[src/rtl/vecacc_pkg.sv]
// Shared opcode/state encodings and sizing helpers for the vector accelerator control path.
package vecacc_pkg;

  typedef enum logic [3:0] {
    OP_LOADV = 4'd1,
    OP_LOADS = 4'd2,
    OP_VOP   = 4'd3,
    OP_RED   = 4'd4,
    OP_READV = 4'd5
  } op_e;

  typedef enum logic [3:0] {
    S_IDLE,
    S_GET_LEN,
    S_GET_ELEM,
    S_COMMIT,
    S_GET_SCAL,
    S_EXEC,
    S_WAIT_ALU,
    S_WRITE_RES,
    S_SEND,
    S_WAIT_OUT
  } state_e;

  // LOADV/LOADS with this argument clear the sticky error instead of loading.
  localparam logic [3:0] CLEAR_ARG = 4'hF;

  function automatic int len_w(input int n);
    return $clog2(n + 1);
  endfunction

endpackage

[src/rtl/inst_ctrl_if.sv]
// Control bundle between inst_ctrl (master) and the input/buffer/ALU/output datapath (slave).
interface inst_ctrl_if #(
  parameter int N    = 64,
  parameter int BITS = 8
);
  localparam int LW = vecacc_pkg::len_w(N);

  logic            in_valid;
  logic [BITS-1:0] in_data;
  logic            vbuf_push;
  logic            vbuf_clr;
  logic            sbuf_load;
  logic [LW-1:0]   len_out;
  logic            reg_wr;
  logic            reg_sel;
  logic [3:0]      alu_op;
  logic            alu_start;
  logic            alu_done;
  logic            red_sel;
  logic            out_start;
  logic            out_done;
  logic            busy;
  logic            err;

  modport master (
    input  in_valid, in_data, alu_done, out_done,
    output vbuf_push, vbuf_clr, sbuf_load, len_out, reg_wr, reg_sel,
           alu_op, alu_start, red_sel, out_start, busy, err
  );

  modport slave (
    output in_valid, in_data, alu_done, out_done,
    input  vbuf_push, vbuf_clr, sbuf_load, len_out, reg_wr, reg_sel,
           alu_op, alu_start, red_sel, out_start, busy, err
  );

endinterface

[src/rtl/inst_ctrl_cmd_watchdog.sv]
// Idle-input watchdog: restarts on reload or when inactive, expires after CYCLES idle cycles.
// Combinational expire, one cycle per count; no backpressure.
module cmd_watchdog #(
  parameter int CYCLES = 16
) (
  input  logic clk,
  input  logic rst,
  input  logic active,
  input  logic reload,
  output logic expire
);

  localparam int CW = (CYCLES > 1) ? $clog2(CYCLES) : 1;

  logic [CW-1:0] cnt;

  assign expire = active && !reload && (cnt == CW'(CYCLES - 1));

  always_ff @(posedge clk or negedge rst) begin
    if (!rst) begin
      cnt <= '0;
    end else if (!active || reload) begin
      cnt <= '0;
    end else if (!expire) begin
      cnt <= cnt + CW'(1);
    end
  end

endmodule

[src/rtl/inst_ctrl.sv]
// Byte-stream command decoder sequencing vector load, scalar load, ALU and readout; strobes registered, 1 cycle after trigger.
// No backpressure: bytes arriving when not expected are dropped and flag err. Option: INST_CTRL_TIMEOUT_EN.
module inst_ctrl
  import vecacc_pkg::*;
#(
  parameter int N              = 64,
  parameter int BITS           = 8,
  parameter int TIMEOUT_CYCLES = 1_000_000
) (
  input  logic        clk,
  input  logic        rst,
  inst_ctrl_if.master bus
);

  localparam int LW = len_w(N);

  state_e        state, state_d;
  logic [LW-1:0] cnt, cnt_d;
  logic [LW-1:0] len_q, len_d;
  logic [3:0]    alu_op_q, alu_op_d;
  logic          sel_arg_q, sel_arg_d;
  logic          is_red_q, is_red_d;
  logic          red_sel_q, red_sel_d;
  logic          err_q, err_d;
  logic          reg_sel_q, reg_sel_d;
  logic          vbuf_clr_d;
  logic          vbuf_clr_q, reg_wr_q, alu_start_q, out_start_q, busy_q;

  logic [3:0]    op, arg;
  logic [31:0]   len_byte;
  logic          accepting, waiting, wd_expire;

  assign op        = bus.in_data[7:4];
  assign arg       = bus.in_data[3:0];
  assign len_byte  = 32'(bus.in_data);
  assign waiting   = (state == S_GET_LEN) || (state == S_GET_ELEM) || (state == S_GET_SCAL);
  assign accepting = waiting || (state == S_IDLE);

`ifdef INST_CTRL_TIMEOUT_EN
  cmd_watchdog #(
    .CYCLES (TIMEOUT_CYCLES)
  ) u_cmd_watchdog (
    .clk    (clk),
    .rst    (rst),
    .active (waiting),
    .reload (bus.in_valid),
    .expire (wd_expire)
  );
`else
  // Watchdog not built: payload states wait indefinitely.
  assign wd_expire = (TIMEOUT_CYCLES < 0);
`endif

  always_comb begin
    state_d    = state;
    cnt_d      = cnt;
    len_d      = len_q;
    alu_op_d   = alu_op_q;
    sel_arg_d  = sel_arg_q;
    is_red_d   = is_red_q;
    red_sel_d  = red_sel_q;
    err_d      = err_q;
    reg_sel_d  = reg_sel_q;
    vbuf_clr_d = 1'b0;

    case (state)
      S_IDLE: begin
        if (bus.in_valid) begin
          case (op)
            OP_LOADV, OP_LOADS: begin
              if (arg == CLEAR_ARG) begin
                err_d = 1'b0;
              end else if (op == OP_LOADV) begin
                state_d    = S_GET_LEN;
                vbuf_clr_d = 1'b1;
                sel_arg_d  = arg[0];
              end else begin
                state_d = S_GET_SCAL;
              end
            end
            OP_VOP, OP_RED: begin
              state_d  = S_EXEC;
              alu_op_d = arg;
              is_red_d = (op == OP_RED);
            end
            OP_READV: begin
              state_d   = S_SEND;
              red_sel_d = 1'b0;
            end
            default: err_d = 1'b1;
          endcase
        end
      end
      S_GET_LEN: begin
        if (bus.in_valid) begin
          len_d = LW'(bus.in_data);
          if ((len_byte == 32'd0) || (len_byte > 32'(N))) begin
            err_d   = 1'b1;
            state_d = S_IDLE;
          end else begin
            cnt_d   = '0;
            state_d = S_GET_ELEM;
          end
        end
      end
      S_GET_ELEM: begin
        if (bus.in_valid) begin
          cnt_d = cnt + LW'(1);
          if (cnt_d == len_q) begin
            state_d   = S_COMMIT;
            reg_sel_d = sel_arg_q;
          end
        end
      end
      S_COMMIT:   state_d = S_IDLE;
      S_GET_SCAL: if (bus.in_valid) state_d = S_IDLE;
      S_EXEC:     state_d = S_WAIT_ALU;
      S_WAIT_ALU: begin
        if (bus.alu_done) begin
          if (is_red_q) begin
            state_d   = S_SEND;
            red_sel_d = 1'b1;
          end else begin
            state_d   = S_WRITE_RES;
            reg_sel_d = 1'b1;
          end
        end
      end
      S_WRITE_RES: state_d = S_IDLE;
      S_SEND:      state_d = S_WAIT_OUT;
      S_WAIT_OUT: begin
        if (bus.out_done) begin
          state_d   = S_IDLE;
          red_sel_d = 1'b0;
        end
      end
      default: state_d = S_IDLE;
    endcase

    if (bus.in_valid && !accepting) err_d = 1'b1;

    if (wd_expire) begin
      state_d = S_IDLE;
      err_d   = 1'b1;
    end
  end

  always_ff @(posedge clk or negedge rst) begin
    if (!rst) begin
      state       <= S_IDLE;
      cnt         <= '0;
      len_q       <= '0;
      alu_op_q    <= '0;
      sel_arg_q   <= 1'b0;
      is_red_q    <= 1'b0;
      red_sel_q   <= 1'b0;
      err_q       <= 1'b0;
      reg_sel_q   <= 1'b0;
      vbuf_clr_q  <= 1'b0;
      reg_wr_q    <= 1'b0;
      alu_start_q <= 1'b0;
      out_start_q <= 1'b0;
      busy_q      <= 1'b0;
    end else begin
      state       <= state_d;
      cnt         <= cnt_d;
      len_q       <= len_d;
      alu_op_q    <= alu_op_d;
      sel_arg_q   <= sel_arg_d;
      is_red_q    <= is_red_d;
      red_sel_q   <= red_sel_d;
      err_q       <= err_d;
      reg_sel_q   <= reg_sel_d;
      vbuf_clr_q  <= vbuf_clr_d;
      reg_wr_q    <= (state_d == S_COMMIT) || (state_d == S_WRITE_RES);
      alu_start_q <= (state_d == S_EXEC);
      out_start_q <= (state_d == S_SEND);
      busy_q      <= (state_d != S_IDLE);
    end
  end

  // Buffer writes must coincide with the byte itself, so these two are gated straight from in_valid.
  assign bus.vbuf_push = (state == S_GET_ELEM) && bus.in_valid;
  assign bus.sbuf_load = (state == S_GET_SCAL) && bus.in_valid;
  assign bus.vbuf_clr  = vbuf_clr_q;
  assign bus.len_out   = len_q;
  assign bus.reg_wr    = reg_wr_q;
  assign bus.reg_sel   = reg_sel_q;
  assign bus.alu_op    = alu_op_q;
  assign bus.alu_start = alu_start_q;
  assign bus.red_sel   = red_sel_q;
  assign bus.out_start = out_start_q;
  assign bus.busy      = busy_q;
  assign bus.err       = err_q;

endmodule

[src/flat_wrapper.sv]
// flat-port wrapper written by rule: the top's interface ports become plain ports
module inst_ctrl_flat import vecacc_pkg::*;
#(
  parameter int N              = 64,
  parameter int BITS           = 8,
  parameter int TIMEOUT_CYCLES = 1_000_000
)
  (clk, rst, bus_in_valid, bus_in_data, bus_alu_done, bus_out_done, bus_vbuf_push, bus_vbuf_clr, bus_sbuf_load, bus_len_out, bus_reg_wr, bus_reg_sel, bus_alu_op, bus_alu_start, bus_red_sel, bus_out_start, bus_busy, bus_err);
  inst_ctrl_if #(.N(N), .BITS(BITS)) bus_i ();
  input  logic clk;
  input  logic rst;
  input wire logic [$bits(bus_i.in_valid)-1:0] bus_in_valid;
  input wire logic [$bits(bus_i.in_data)-1:0] bus_in_data;
  input wire logic [$bits(bus_i.alu_done)-1:0] bus_alu_done;
  input wire logic [$bits(bus_i.out_done)-1:0] bus_out_done;
  output wire logic [$bits(bus_i.vbuf_push)-1:0] bus_vbuf_push;
  output wire logic [$bits(bus_i.vbuf_clr)-1:0] bus_vbuf_clr;
  output wire logic [$bits(bus_i.sbuf_load)-1:0] bus_sbuf_load;
  output wire logic [$bits(bus_i.len_out)-1:0] bus_len_out;
  output wire logic [$bits(bus_i.reg_wr)-1:0] bus_reg_wr;
  output wire logic [$bits(bus_i.reg_sel)-1:0] bus_reg_sel;
  output wire logic [$bits(bus_i.alu_op)-1:0] bus_alu_op;
  output wire logic [$bits(bus_i.alu_start)-1:0] bus_alu_start;
  output wire logic [$bits(bus_i.red_sel)-1:0] bus_red_sel;
  output wire logic [$bits(bus_i.out_start)-1:0] bus_out_start;
  output wire logic [$bits(bus_i.busy)-1:0] bus_busy;
  output wire logic [$bits(bus_i.err)-1:0] bus_err;
  assign bus_i.in_valid = bus_in_valid;
  assign bus_i.in_data = bus_in_data;
  assign bus_i.alu_done = bus_alu_done;
  assign bus_i.out_done = bus_out_done;
  assign bus_vbuf_push = bus_i.vbuf_push;
  assign bus_vbuf_clr = bus_i.vbuf_clr;
  assign bus_sbuf_load = bus_i.sbuf_load;
  assign bus_len_out = bus_i.len_out;
  assign bus_reg_wr = bus_i.reg_wr;
  assign bus_reg_sel = bus_i.reg_sel;
  assign bus_alu_op = bus_i.alu_op;
  assign bus_alu_start = bus_i.alu_start;
  assign bus_red_sel = bus_i.red_sel;
  assign bus_out_start = bus_i.out_start;
  assign bus_busy = bus_i.busy;
  assign bus_err = bus_i.err;
  inst_ctrl #(.N(N), .BITS(BITS), .TIMEOUT_CYCLES(TIMEOUT_CYCLES)) u_core (.clk(clk), .rst(rst), .bus(bus_i));
endmodule
[config.mk]
export PLATFORM = sky130hd
export DESIGN_NAME = inst_ctrl_flat
export DESIGN_NICKNAME = d
export VERILOG_FILES = /design/src/rtl/vecacc_pkg.sv /design/src/rtl/inst_ctrl_if.sv /design/src/rtl/inst_ctrl_cmd_watchdog.sv /design/src/rtl/inst_ctrl.sv /design/src/flat_wrapper.sv
export SDC_FILE = /design/constraint.sdc
export NUM_CORES = 1
export LEC_CHECK = 0
export ABC_AREA = 1
export CORE_MARGIN = 2
export CORE_UTILIZATION = 25
export CTS_BUF_LIST = sky130_fd_sc_hd__clkbuf_16
export CTS_CLUSTER_SIZE = 25
export DETAILED_ROUTE_END_ITERATION = 8
export PLACE_DENSITY = 0.52
export SYNTH_ARGS = -nofsm -noshare
export SYNTH_HDL_FRONTEND = slang
export SYNTH_SLANG_ARGS = --single-unit
[constraint.sdc]
create_clock -name clk -period 1.7 [get_ports clk]
set_input_delay 0.17 -clock clk [delete_from_list [all_inputs] [get_ports clk]]
set_output_delay 0.17 -clock clk [all_outputs]
set_load 0.01 [all_outputs]
==> impl_metrics.py, run 1 <==
metrics = {
    "power": {
        "internal-power_mw": 2.59,
        "seq_power_share_pct": 31.1,
        "clkPwrFrac_pct": 24.6,
        "power.density_nw_per_um2": 1530,
        "combinationalPowerShare_pct": 44.3,
        "peakVddDrop_mv": 0.511,
        "power_mw": 4.15,
        "p_leak_nw": 1.42,
        "swShare_pct": 37.7,
        "switchingPower_mw": 1.56,
    },
    "final_layout": {
        "nFillCells": 773,
        "nNetsFinal": 346,
        "multi_input_area_um2": 918,
        "utilization_pct": 37.5,
        "area_growth_pct": 45.2,
        "drive_gt1_share_pct": 17.4,
        "n_antenna_cell": 0,
        "regArea_um2": 802,
    },
    "yosys": {
        "ys_warn_count": 0,
        "ys.flop_type": "dfrtp_1",
        "yosys.area.top_type": "dfrtp_1",
        "synth_top_area_share_pct": 42.7,
        "yosysMostFrequentCell": "nand2_1",
        "synth_area_um2": 1870,
        "syn_avg_cell_area_um2": 7.05,
        "ys_seq_elements": 32,
        "ys_seq_area_share_pct": 42.7,
        "synth_edf_count": 0,
        "netlist_instances": 266,
        "synthesis.nets": 280,
        "synthArstFlopShare_pct": 100,
        "synthTopCellsByArea": "dfrtp_1 (43%), nand2_1 (19%), inv_1 (8.4%), nand3_1 (5.1%), nor2_1 (4.4%)",
        "netlist_top_cells_count": "nand2_1 (93), inv_1 (42), dfrtp_1 (32)",
        "synth_cell_types": 28,
    },
    "place": {
        "gp_congestion": 0.848,
        "post-dp-hpwl_mm": 3.87,
        "io_buffers": 33,
    },
    "drt": {
        "vias": 1860,
        "finalWirelength_mm": 5.02,
        "drc": 0,
        "dr.pass1.iters": 4,
        "routed_via_density": 4.31,
        "ant_nets": 0,
        "drtIter0Drc": 172,
        "avgRoutedWirePerCell_um": 11.6,
    },
    "clocking": {
        "cts.hold.buffers_added": 0,
        "post_cts_buffers": 0,
        "cts_sinks": 32,
        "cts-root-buf": "clkbuf_16",
        "clk_path_buf_depth": 2,
        "clk_pin_slew_ps": 60,
        "cts-buffers-inserted": 5,
        "insertion_delay_ps": 280,
        "cts_tree": "done",
        "htree_levels": 2,
    },
    "worst_setup_path": {
        "critPathLaunchType": "flop",
        "crit_required_ps": 1860,
        "crit_fanout": 2,
        "end_kind": "flop",
        "crit_arrival_ps": 1770,
        "r2r_slack_ps": 100,
        "crit_type": "reg2reg",
    },
    "grt": {
        "globalRoute.totalOverflow": 0,
        "track_usage_pct": 13.1,
        "grt_max_degree": 33,
        "grt_pass1_vias": 1853,
        "antenna_found_initial": 0,
        "grt_pass1_wl_mm": 8.67,
    },
    "sta": {
        "worst_slew_pin_slew_ps": 446,
        "final-setup-viol-count": 0,
        "timing.final.crit_share_pct": 94.4,
        "rsz0062_at_grt": "true",
        "hold_viol_final": 0,
        "relSlewSlack_pct": 70.3,
        "fmax_mhz": 623,
        "skew_ps": 8.80,
        "slew_viol_final": 0,
        "min_period_ps": 1600,
    },
    "floorplan": {
        "pin_count": 34,
        "start_util_pct": 25.8,
        "num_rows": 31,
        "die_w_um": 90.6,
        "core_um2": 7250,
        "die_h_um": 90.6,
        "die_area_um2": 8210,
    },
    "outcome": {
        "status": "finished, final reports clean",
    },
    "run": {
        "cap_viol_max_count": 0,
    },
    "worst_hold_path": {
        "worstHoldPathType": "in2async",
    },
}
[routing by layer]
metal  wire length [um]  track usage [%]  vias to the layer above
met2               2300             21.2                       41
met5                  0                0                        -
li1                   -                -                      976
met3                196             2.84                        4
met1               2480             17.7                      839
met4                 42             3.46                        0
[critical path, stage by stage, from the launching register on]
cell and delay [ps]:
dfrtp_1 410, ha_4 250, xor2_1 150, nor2_1 120
nand2_1 70, inv_1 50, nand2_1 50, nor2_2 90
nand2_1 60, nand2_1 70, nand2_1 70, nand2_1 60
nand2_1 40
[cells by family after synthesis]
family                   Yosys count  synth area share, %
AO/OA/AOI/OAI                     29                 9.55
adder cells (fa/ha/maj)            1                0.667
XOR/XNOR                           1                0.467
buffers and inverters             45                 9.48
AND/OR/NAND/NOR                  158                 37.1
flip-flops                        32                 42.7
[power by group through the flow]
stage	Sequential [mW]	Clock [mW]	Combinational, mW
2_1_floorplan	1.33	0	0.979
3_3_place_gp	1.29	0	1.80
3_5_place_dp	1.29	0	1.81
4_1_cts	1.30	1.03	1.84
5_1_grt	1.34	1.07	2.08
6_report	1.29	1.02	1.84
[registers in the layout, summed over array words and instances (netlist names), 4 cells and up]
| signal | count |
|---|---|
| u_core.bus.len_out | 7 |
| u_core.cnt | 7 |
| u_core.bus.alu_op | 4 |
| u_core.state | 4 |
[area by class of cell]
type | count | share of cell area, %
Multi-Input combinational cell | 189 | 33.7
Sequential cell | 32 | 29.5
Clock inverter | 3 | 1.38
Clock buffer | 5 | 4.60
Tap cell | 99 | 4.55
Inverter | 43 | 5.93
Timing Repair Buffer | 61 | 20.3
[through the flow]
| step | hold WS [ps] | TNS, ps | setup WS (ps) | instances | cell area (um^2) |
|---|---|---|---|---|---|
| global route | 389 | -59.8 | -59.8 | 432 | 2720 |
| floorplan | -126 | 0 | 141 | 266 | 1870 |
| CTS | 337 | 0 | 61.4 | 432 | 2710 |
| detailed placement | 469 | -1280 | -146 | 424 | 2530 |
| finish | 309 | 0 | 95.8 | 432 | 2720 |
| global placement | 467 | -1060 | -137 | 424 | 2530 |
[path summary, 6_finish.rpt]
kind,start,to,depth (start not counted)
max in group asynchronous,rst,u_core.state[0],2
worst min register to register,u_core.bus.err,u_core.bus.err,2
worst min-delay path,rst,u_core.bus.err,2
min in group clk,bus_in_data[4],u_core.bus.len_out[4],4
worst max register to register,u_core.cnt[0],u_core.bus.reg_sel,12
worst max-delay path,u_core.cnt[0],u_core.bus.reg_sel,12
[cell usage in the layout, fill, tap and decap left out, types with 2 or more instances in the layout]
| cell type | Yosys | layout |
|---|---|---|
| o21ai_2 | 5 | 5 |
| nand3_1 | 19 | 19 |
| o22ai_1 | 4 | 4 |
| clkinv_1 | 0 | 2 |
| nor2_4 | 2 | 3 |
| nand4_1 | 5 | 5 |
| nor2_1 | 22 | 21 |
| nor3_1 | 2 | 2 |
| nand3b_1 | 2 | 2 |
| dlygate4sd2_1 | 0 | 2 |
| nand2_2 | 3 | 4 |
| nor2_2 | 5 | 5 |
| o21ai_0 | 12 | 11 |
| nand2_1 | 93 | 92 |
| clkbuf_16 | 0 | 5 |
| o21ai_1 | 3 | 4 |
| dfrtp_1 | 32 | 31 |
| inv_1 | 42 | 42 |
| a31oi_1 | 3 | 3 |
| clkdlybuf4s50_1 | 0 | 30 |
| buf_4 | 0 | 27 |
[what timing repair did]
| item | 4_1_cts | 5_1_grt |
|---|---|---|
| endpoints found under the setup margin | 3 | 8 |
| pin swaps | 0 | 1 |
| resized for setup | 5 | 4 |
(Power assumes the default switching activity.)
==> run 2: changes to the inputs <==
- CORE_MARGIN: 2 -> not set
==> run 2 against run 1 <==
Against the previous run: global-route usage grew 1.4 points; cell area grew 0.55%; wire length shrank 0.50%; clock skew shrank 1.3 ps; combinational power grew 3%; fmax shrank 2.7%; clock power shrank 12%; hold slack lost 19 ps; critical path type unchanged; largest power group unchanged.
==> impl_metrics.py, run 2 (synthesis results as in run 1) <==
metrics = {
    "sta": {
        "whs_ps": 290,
        "fmax_mhz": 607,
        "min_period_ps": 1650,
        "timing.final.crit_share_pct": 97.0,
        "skew_ps": 7.54,
        "slew_viol_final": 0,
        "relSlewSlack_pct": 71.8,
        "setup_ws_ps": 51.6,
        "worst_slew_pin_slew_ps": 423,
        "final-setup-viol-count": 0,
        "setup_tns_ps": 0,
        "rsz0062_at_grt": "true",
        "hold_viol_final": 0,
    },
    "worst_setup_path": {
        "cp-endpoint": "u_core.bus.out_start",
        "cp_top_family": "simple AND/OR/NAND/NOR gates",
        "critPathLaunch": "u_core.state[0]",
        "slowest_stage": "dfrtp_1",
        "crit_fanout": 5,
        "crit_type": "reg2reg",
        "crit_arrival_ps": 1820,
        "slowest_delay_ps": 450,
        "worstRegToRegCells": 10,
        "end_kind": "flop",
        "timing.rr.start": "u_core.state[0]",
        "r2r_slack_ps": 50,
        "critPathLaunchType": "flop",
        "crit_buf_inv": 2,
        "crit_cells": 10,
        "crit_required_ps": 1870,
        "r2r_end": "u_core.bus.out_start",
        "crit_chain": "nor2_2 -> buf_4 -> nand2_2 -> nor2_2 -> inv_1 -> or2_4 -> nand2_1 -> nor2_1 -> nand3_1 -> nor2_1",
    },
    "clocking": {
        "cts_sinks": 32,
        "cts-root-buf": "clkbuf_16",
        "cts_tree": "done",
        "clk_path_buf_depth": 2,
        "cts-buffers-inserted": 5,
        "htree_levels": 2,
        "clk_pin_slew_ps": 60,
        "insertion_delay_ps": 280,
    },
    "floorplan": {
        "start_util_pct": 25.8,
        "core_um2": 7250,
        "die_w_um": 88.6,
        "die_h_um": 88.6,
        "die_area_um2": 7850,
        "pin_count": 34,
        "num_rows": 31,
    },
    "power": {
        "power_mw": 4.09,
        "clkPwrFrac_pct": 22.0,
        "switchingPower_mw": 1.61,
        "power.density_nw_per_um2": 1500,
        "swShare_pct": 39.4,
        "p_leak_nw": 1.43,
        "peakVddDrop_mv": 0.436,
        "seq_power_share_pct": 31.6,
        "combinationalPowerShare_pct": 46.3,
        "internal-power_mw": 2.48,
    },
    "drt": {
        "ant_nets": 0,
        "drtIter0Drc": 77,
        "routed_via_density": 4.30,
        "dr.pass1.iters": 4,
        "finalWirelength_mm": 4.99,
        "drc": 0,
        "vias": 1873,
        "avgRoutedWirePerCell_um": 11.5,
    },
    "grt": {
        "grt_pass1_vias": 1859,
        "grt_max_degree": 33,
        "grt_pass1_wl_mm": 8.69,
        "globalRoute.totalOverflow": 0,
        "track_usage_pct": 14.5,
        "antenna_found_initial": 0,
    },
    "place": {
        "place_inst": 426,
        "post-dp-hpwl_mm": 3.90,
        "io_buffers": 33,
        "gp_congestion": 0.837,
        "post_dp_cell_area_um2": 2550,
        "post-place-ws_ps": -140,
    },
    "final_layout": {
        "final_cell_mix": "nand2_1 (91), inv_1 (42), dfrtp_1 (32)",
        "nFillCells": 798,
        "final_area_um2": 2740,
        "stdcell_count": 436,
        "area_growth_pct": 46.0,
        "final_common_cell": "nand2_1",
        "drive_gt1_share_pct": 19.3,
        "utilization_pct": 37.7,
        "nNetsFinal": 350,
        "n_antenna_cell": 0,
    },
    "run": {
        "cap_viol_max_count": 0,
    },
    "outcome": {
        "status": "finished, final reports clean",
    },
    "worst_hold_path": {
        "worstHoldPathType": "in2async",
    },
}
==> run 2: cell count changes in the layout (fill, tap and decap cells not counted), sizes merged <==
cell           previous run  this run
clkinv                    2         1
dlymetal6s2s              1         0
buf                      28        32
clkinvlp                  0         2
clkdlybuf4s50            30        31
bufinv                    1         0
==> run 2: worst min-delay path by stage <==
stage               slack (ps)                    to  cells after the start
finish                     290        u_core.bus.err                      2
global route               360        u_core.bus.err                      2
CTS                        320    u_core.bus.red_sel                      2
detailed placement         470  u_core.bus.alu_op[1]                      2
global placement           460        u_core.bus.err                      2
floorplan                 -130  u_core.bus.alu_op[0]                      0
==> run 2: cell type report <==
type,instances,area [um^2],area share (%)
multi-input combinational,189,926,33.8
tap,99,124,4.53
clock inverter,3,18.8,0.686
timing repair buffer,65,581,21.2
sequential,32,801,29.3
clock buffer,5,125,4.57
inverter,43,161,5.90
==> run 2: per-layer routing <==
| metal | up-vias | wire length, um | global-route usage (%) |
|---|---|---|---|
| met4 | 0 | 61 | 4.11 |
| met3 | 6 | 223 | 3.26 |
| li1 | 980 | - | - |
| met1 | 844 | 2400 | 18.9 |
| met5 | - | 0 | 0 |
| met2 | 43 | 2310 | 24.2 |
==> run 2: repair_timing <==
item | 4_1_cts | 5_1_grt
endpoints found under the setup margin | 2 | 10
buffers inserted | 1 | 1
pin swaps | 1 | 4
gates resized for setup | 2 | 8
hold buffers | 0 | 0
==> run 2: worst reg2reg max path: stages (launching register included) <==
cell and delay, ps:
dfrtp_1 450, nor2_2 180, buf_4 140, nand2_2 70, nor2_2 100, inv_1 60, or2_4 270, nand2_1 80
nor2_1 60, nand3_1 90, nor2_1 50
==> run 2: power by group through the flow <==
stage / sequential (mW) / clock, mW / combinational, mW
after floorplan: 1.33 / 0 / 0.979
after global placement: 1.29 / 0 / 1.80
after detailed placement: 1.29 / 0 / 1.82
after CTS: 1.29 / 0.913 / 1.85
after global routing: 1.33 / 0.952 / 2.14
final: 1.29 / 0.902 / 1.90
==> run 3: changes to the inputs <==
- CELL_PAD_IN_SITES_DETAIL_PLACEMENT: not set -> 0
- CELL_PAD_IN_SITES_GLOBAL_PLACEMENT: not set -> 2
- PLACE_DENSITY: 0.52 -> 0.78
- TNS_END_PERCENT: not set -> 20
==> run 3 against run 2 <==
Against the previous run: clock power rose by 12%; cell count stayed put; worst setup slack gained 59 ps; clock-buffer cell count unchanged; hold slack improved by 11 ps; fmax increased by 3.7%; via count down 1.7%; sequential cell count unchanged; sequential power hardly changed; critical path depth is 2 higher; wire length down 1.5%; non-clock buffer count did not move.
==> impl_metrics.py, run 3 (synthesis results as in run 1) <==
metrics = {
    "sta": {
        "rsz0062_at_grt": "true",
        "timing.final.crit_share_pct": 93.5,
        "skew_ps": 6.59,
        "worst_slew_pin_slew_ps": 434,
        "hold_viol_final": 0,
        "relSlewSlack_pct": 71.0,
        "slew_viol_final": 0,
        "fmax_mhz": 629,
        "min_period_ps": 1590,
        "final-setup-viol-count": 0,
        "whs_ps": 300,
    },
    "floorplan": {
        "die_h_um": 88.6,
        "die_w_um": 88.6,
        "pin_count": 34,
        "start_util_pct": 25.8,
        "die_area_um2": 7850,
        "num_rows": 31,
        "core_um2": 7250,
    },
    "final_layout": {
        "drive_gt1_share_pct": 20.5,
        "final_cell_mix": "nand2_1 (90), inv_1 (41), buf_4 (32)",
        "area_growth_pct": 47.3,
        "nNetsFinal": 350,
        "final_area_um2": 2760,
        "stdcell_count": 436,
        "nFillCells": 801,
        "final_common_cell": "nand2_1",
        "n_antenna_cell": 0,
    },
    "worst_hold_path": {
        "worstHoldPathType": "in2async",
    },
    "grt": {
        "globalRoute.totalOverflow": 0,
        "track_usage_pct": 13.6,
        "grt_pass1_vias": 1728,
        "grt_pass1_wl_mm": 8.07,
        "antenna_found_initial": 0,
        "grt_max_degree": 33,
    },
    "place": {
        "gp_congestion": 0.793,
        "io_buffers": 33,
        "post-dp-hpwl_mm": 3.90,
        "post_dp_cell_area_um2": 2550,
        "place_inst": 428,
    },
    "clocking": {
        "post_cts_buffers": 0,
        "cts-buffers-inserted": 5,
        "cts-root-buf": "clkbuf_16",
        "cts_tree": "done",
        "cts_sinks": 32,
        "insertion_delay_ps": 280,
        "clk_pin_slew_ps": 60,
        "htree_levels": 2,
        "clk_path_buf_depth": 2,
    },
    "power": {
        "peakVddDrop_mv": 0.469,
        "power.density_nw_per_um2": 1490,
        "p_leak_nw": 1.45,
    },
    "worst_setup_path": {
        "end_kind": "flop",
        "timing.rr.start": "u_core.cnt[0]",
        "crit_type": "reg2reg",
        "crit_required_ps": 1860,
        "worstRegToRegCells": 12,
        "critPathLaunchType": "flop",
        "r2r_end": "u_core.bus.reg_sel",
        "crit_arrival_ps": 1750,
        "r2r_slack_ps": 110,
        "crit_fanout": 2,
    },
    "drt": {
        "drtIter0Drc": 122,
        "dr.pass1.iters": 5,
        "finalWirelength_mm": 4.92,
        "drc": 0,
        "ant_nets": 0,
        "vias": 1841,
        "routed_via_density": 4.22,
        "avgRoutedWirePerCell_um": 11.3,
    },
    "run": {
        "cap_viol_max_count": 0,
    },
    "outcome": {
        "status": "finished, final reports clean",
    },
}
[run 3: where the power goes]
| group | switching, mW | leakage, nW | internal (mW) |
|---|---|---|---|
| Sequential | 0.252 | 0.412 | 1.05 |
| Combinational | 0.976 | 0.956 | 0.840 |
| Clock | 0.328 | 0.0789 | 0.680 |
| Total | 1.56 | 1.45 | 2.57 |
[run 3: per-stage QoR]
step / worst slack (ps) / power [mW] / setup TNS [ps] / util [%]
2_1_floorplan: 141 / 2.31 / 0 / -
3_3_place_gp: -64.0 / 3.06 / -654 / 35.2
3_5_place_dp: -120 / 3.07 / -1260 / 35.2
4_1_cts: 0.727 / 4.11 / 0 / 37.5
5_1_grt: -19.7 / 4.44 / -20.7 / 38.1
6_report: 110 / 4.12 / 0 / 38.1
[run 3: critical path, cell delays in order, from the launching register on]
cell     delay, ps
dfrtp_1        400
ha_4           250
xor2_1         150
nor2_1         100
nand2_1         60
inv_1           50
nand2_1         50
nor2_2         110
nand2_1         80
nand2_2         70
nand2_2         60
nand2_1         50
nand2_1         40
[run 3: worst max-delay path by stage]
stage,endpoint,start,cells after the start
2_1_floorplan,u_core.bus.reg_sel,u_core.cnt[0],12
3_3_place_gp,u_core.bus.busy,bus_in_data[4],12
3_5_place_dp,u_core.cnt[5],bus_in_data[6],9
4_1_cts,u_core.bus.reg_sel,u_core.cnt[0],12
5_1_grt,u_core.bus.reg_sel,u_core.cnt[0],12
6_report,u_core.bus.reg_sel,u_core.cnt[0],12
[run 3: cell type report]
cell class	instances	area (um^2)	area share (%)
flip-flops and latches	32	803	29.1
clock buffers	5	125	4.53
inverters	43	161	5.85
well taps	99	124	4.49
clock inverters	3	37.5	1.36
repair buffers	65	571	20.7
multi-input cells	189	938	34.0
[run 3: repair_timing]
| action | 4_1_cts | 5_1_grt |
|---|---|---|
| pin swaps | 0 | 0 |
| resized for setup | 6 | 11 |
| hold buffers | 0 | 0 |
| endpoints found under the setup margin | 2 | 5 |
[run 3: metal layers]
metal	GRT usage, %	part of all wire, %
met1	18.6	50
met2	21.7	45
met3	2.61	3.4
met4	4.40	1.5
met5	0	0
==> RTL edit (flow settings as in run 1) <==
`N` is set to 64 in 3 places; all go to 96.
--- a/src/rtl/inst_ctrl_if.sv
+++ b/src/rtl/inst_ctrl_if.sv
@@ -1,6 +1,6 @@
 // Control bundle between inst_ctrl (master) and the input/buffer/ALU/output datapath (slave).
 interface inst_ctrl_if #(
-  parameter int N    = 64,
+  parameter int N    = 96,
   parameter int BITS = 8
 );
   localparam int LW = vecacc_pkg::len_w(N);
--- a/src/rtl/inst_ctrl.sv
+++ b/src/rtl/inst_ctrl.sv
@@ -3,7 +3,7 @@
 module inst_ctrl
   import vecacc_pkg::*;
 #(
-  parameter int N              = 64,
+  parameter int N              = 96,
   parameter int BITS           = 8,
   parameter int TIMEOUT_CYCLES = 1_000_000
 ) (
--- a/src/flat_wrapper.sv
+++ b/src/flat_wrapper.sv
@@ -1,7 +1,7 @@
 // flat-port wrapper written by rule: the top's interface ports become plain ports
 module inst_ctrl_flat import vecacc_pkg::*;
 #(
-  parameter int N              = 64,
+  parameter int N              = 96,
   parameter int BITS           = 8,
   parameter int TIMEOUT_CYCLES = 1_000_000
 )
Function: changed (Yosys sat finds a counterexample within 4 cycles, from zero or initial values and one cycle with rst low).
==> RTL edit against run 1 <==
Routed wire length is 0.46% lower. Synthesized area is 1.3% lower. Worst setup slack worse by 0.019 ns. Critical path type unchanged. Die area is 1.2% lower. Total power is 0.81% higher. Cell count is 1.9% lower. Clock power is 19% lower. Maximum frequency is 1.2% lower. Sequential cell count stayed put. Critical endpoint is now u_core.cnt[6]. Cell area is 0.69% lower.
==> RTL edit: results (changes against run 1) <==
- DP HPWL: 3900 microns (was 3870 microns)
- Result of the run: completed (unchanged).
* Class of the tightest hold or removal check: primary input to asynchronous set/reset pin (unchanged)
* Via count of the first global-routing pass: 1752 (was 1853)
- The register area share after synthesis came to 0.433 (was 0.427).
- The worst flop-to-flop path startpoint is u_core.state[0] (was u_core.cnt[0]).
- The switching part of the total was 0.392 (was 0.377).
- Post-layout nets: 339 (was 346)
* Skew final: 0.00567 ns (was 0.00880 ns)
- Met2 routed WL: 2280 microns (was 2300 microns)
* Routed length per instance: 11.8 microns (was 11.6 microns)
- Compound-cell area share of the yosys netlist: 0.0920 (was 0.0955)
- Maximum fanout along the worst path: 6 (was 2)
- Routed length on met3: 166 microns (was 196 microns)
* Mux cell area share after synthesis: 0 (unchanged)
- The wire length of the first global-routing pass is 8250 microns (was 8670 microns).
- The number of fillers in the final layout is 757 (was 773).
- The peak supply drop was 0.000502 V (was 0.000511 V).
- The fraction of layout cells with a size suffix above 1 came to 0.206 (was 0.174).
- Most used flip-flop cell after synthesis: sky130_fd_sc_hd__dfrtp_1 (unchanged)
* Number of cells on the worst reg-to-reg path: 9 (was 12)
- Leak pwr: 0.00136 uW (was 0.00142 uW)
- Biggest area contributors in the synthesized netlist: sky130_fd_sc_hd__dfrtp_1, sky130_fd_sc_hd__nand2_1, sky130_fd_sc_hd__inv_1, sky130_fd_sc_hd__nand3_1, sky130_fd_sc_hd__nor2_1 (unchanged)
* Routed met1 length: 2450 microns (was 2480 microns)
- GRT Util Overall: 0.126 (was 0.131)
- Routability congestion estimate from global placement: 0.897 (was 0.848)
* Total number of vias: 1845 (was 1860)
- The fraction of the mapped netlist area in adder cells is 0.00676 (was 0.00668).
- The reg2reg setup slack came to 0.08 ns (was 0.1 ns).
* First drt pass iteration count: 5 (was 4)
- The number of antenna diodes came to 0 (unchanged).
- The xor/xnor share of the synthesized area was 0.00947 (was 0.00467).
- Post-Synthesis Net Count: 273 (was 280)
* Number of distinct standard cells referenced by the synthesized netlist: 27 (was 28)
- FF-to-FF End: u_core.cnt[6] (was u_core.bus.reg_sel)
- Number of levels the H-tree was split into: 2 (unchanged)
- The worst hold slack after final layout is 0.314 ns (was 0.309 ns).
- Yosys warnings: 0 (unchanged)
- Worst-case headroom to the max-slew limit: 0.709 (was 0.703)
- Commonest cells post-synth: sky130_fd_sc_hd__nand2_1, sky130_fd_sc_hd__inv_1, sky130_fd_sc_hd__dfrtp_1 (unchanged)
- Iteration-0 DRC count of the detailed router: 80 (was 172)
## RTL edit: what timing repair did
| item | 4_1_cts | 5_1_grt |
|---|---|---|
| gates cloned | 0 | 0 |
| setup endpoints to repair | 4 | 13 |
| setup buffers | 0 | 0 |
| gates resized for setup | 7 | 14 |
| pin swaps | 1 | 7 |
## RTL edit: worst max-delay path, stage by stage, from the launching register on
cell and delay, ns:
sky130_fd_sc_hd__dfrtp_1 0.45, sky130_fd_sc_hd__inv_1 0.09, sky130_fd_sc_hd__nor2_2 0.13, sky130_fd_sc_hd__nand2_1 0.09
sky130_fd_sc_hd__inv_1 0.09, sky130_fd_sc_hd__nand2_1 0.05, sky130_fd_sc_hd__nor2_1 0.14, sky130_fd_sc_hd__nand2_1 0.11
sky130_fd_sc_hd__nand2_1 0.22, sky130_fd_sc_hd__o22ai_1 0.12
## RTL edit: worst max path at each step
stage                               start                 end  slack (ns)
after global routing        u_core.cnt[0]  u_core.bus.reg_sel       -0.07
final                     u_core.state[0]       u_core.cnt[6]        0.08
after global placement     bus_in_data[4]     u_core.bus.busy       -0.12
after CTS                   u_core.cnt[1]  u_core.bus.reg_sel       0.001
after floorplan             u_core.cnt[0]  u_core.bus.reg_sel        0.13
after detailed placement   bus_in_data[5]     u_core.bus.busy       -0.17
## RTL edit: final cells by class
cell class                      count  area, sq um  area share
Multi-Input combinational cell    185          953       0.353
Clock buffer                        5          125      0.0463
Inverter                           40          150      0.0556
Sequential cell                    32          801       0.296
Tap cell                           99          124      0.0458
Timing Repair Buffer               61          541       0.200
Clock inverter                      2         8.76     0.00324
## RTL edit: kinds of logic (layout without fill, tap and decap cells)
kind of cell | after synthesis | after routing
adder cells (fa/ha/maj) | 1 | 1
buffers and inverters | 42 | 108
AO/OA/AOI/OAI | 29 | 29
AND/OR/NAND/NOR | 153 | 153
XOR/XNOR | 2 | 2
flip-flops | 32 | 32
## RTL edit: power by group through the flow
stage	clock (uW)	combinational, uW	sequential, uW
6_report	830	2020	1330
5_1_grt	897	2270	1370
4_1_cts	858	1980	1310
3_5_place_dp	0	1950	1310
3_3_place_gp	0	1930	1310
2_1_floorplan	0	1040	1340
## RTL edit: metrics by stage
step / util / setup slack (ns) / power, uW / std cells / cell area [sq um]
6_report: 0.375 / 0.0769 / 4190 / 424 / 2700
5_1_grt: 0.375 / -0.0692 / 4540 / 424 / 2700
4_1_cts: 0.368 / 0.00101 / 4140 / 424 / 2650
3_5_place_dp: 0.347 / -0.171 / 3250 / 417 / 2510
3_3_place_gp: 0.347 / -0.121 / 3240 / 417 / 2510
2_1_floorplan: - / 0.128 / 2380 / 259 / 1850
## RTL edit: routing by layer
metal  global-route usage  vias up
li1                     -      960
met4               0.0449        0
met1                0.174      835
met2                0.195       41
met3               0.0251        9
met5                    0        -
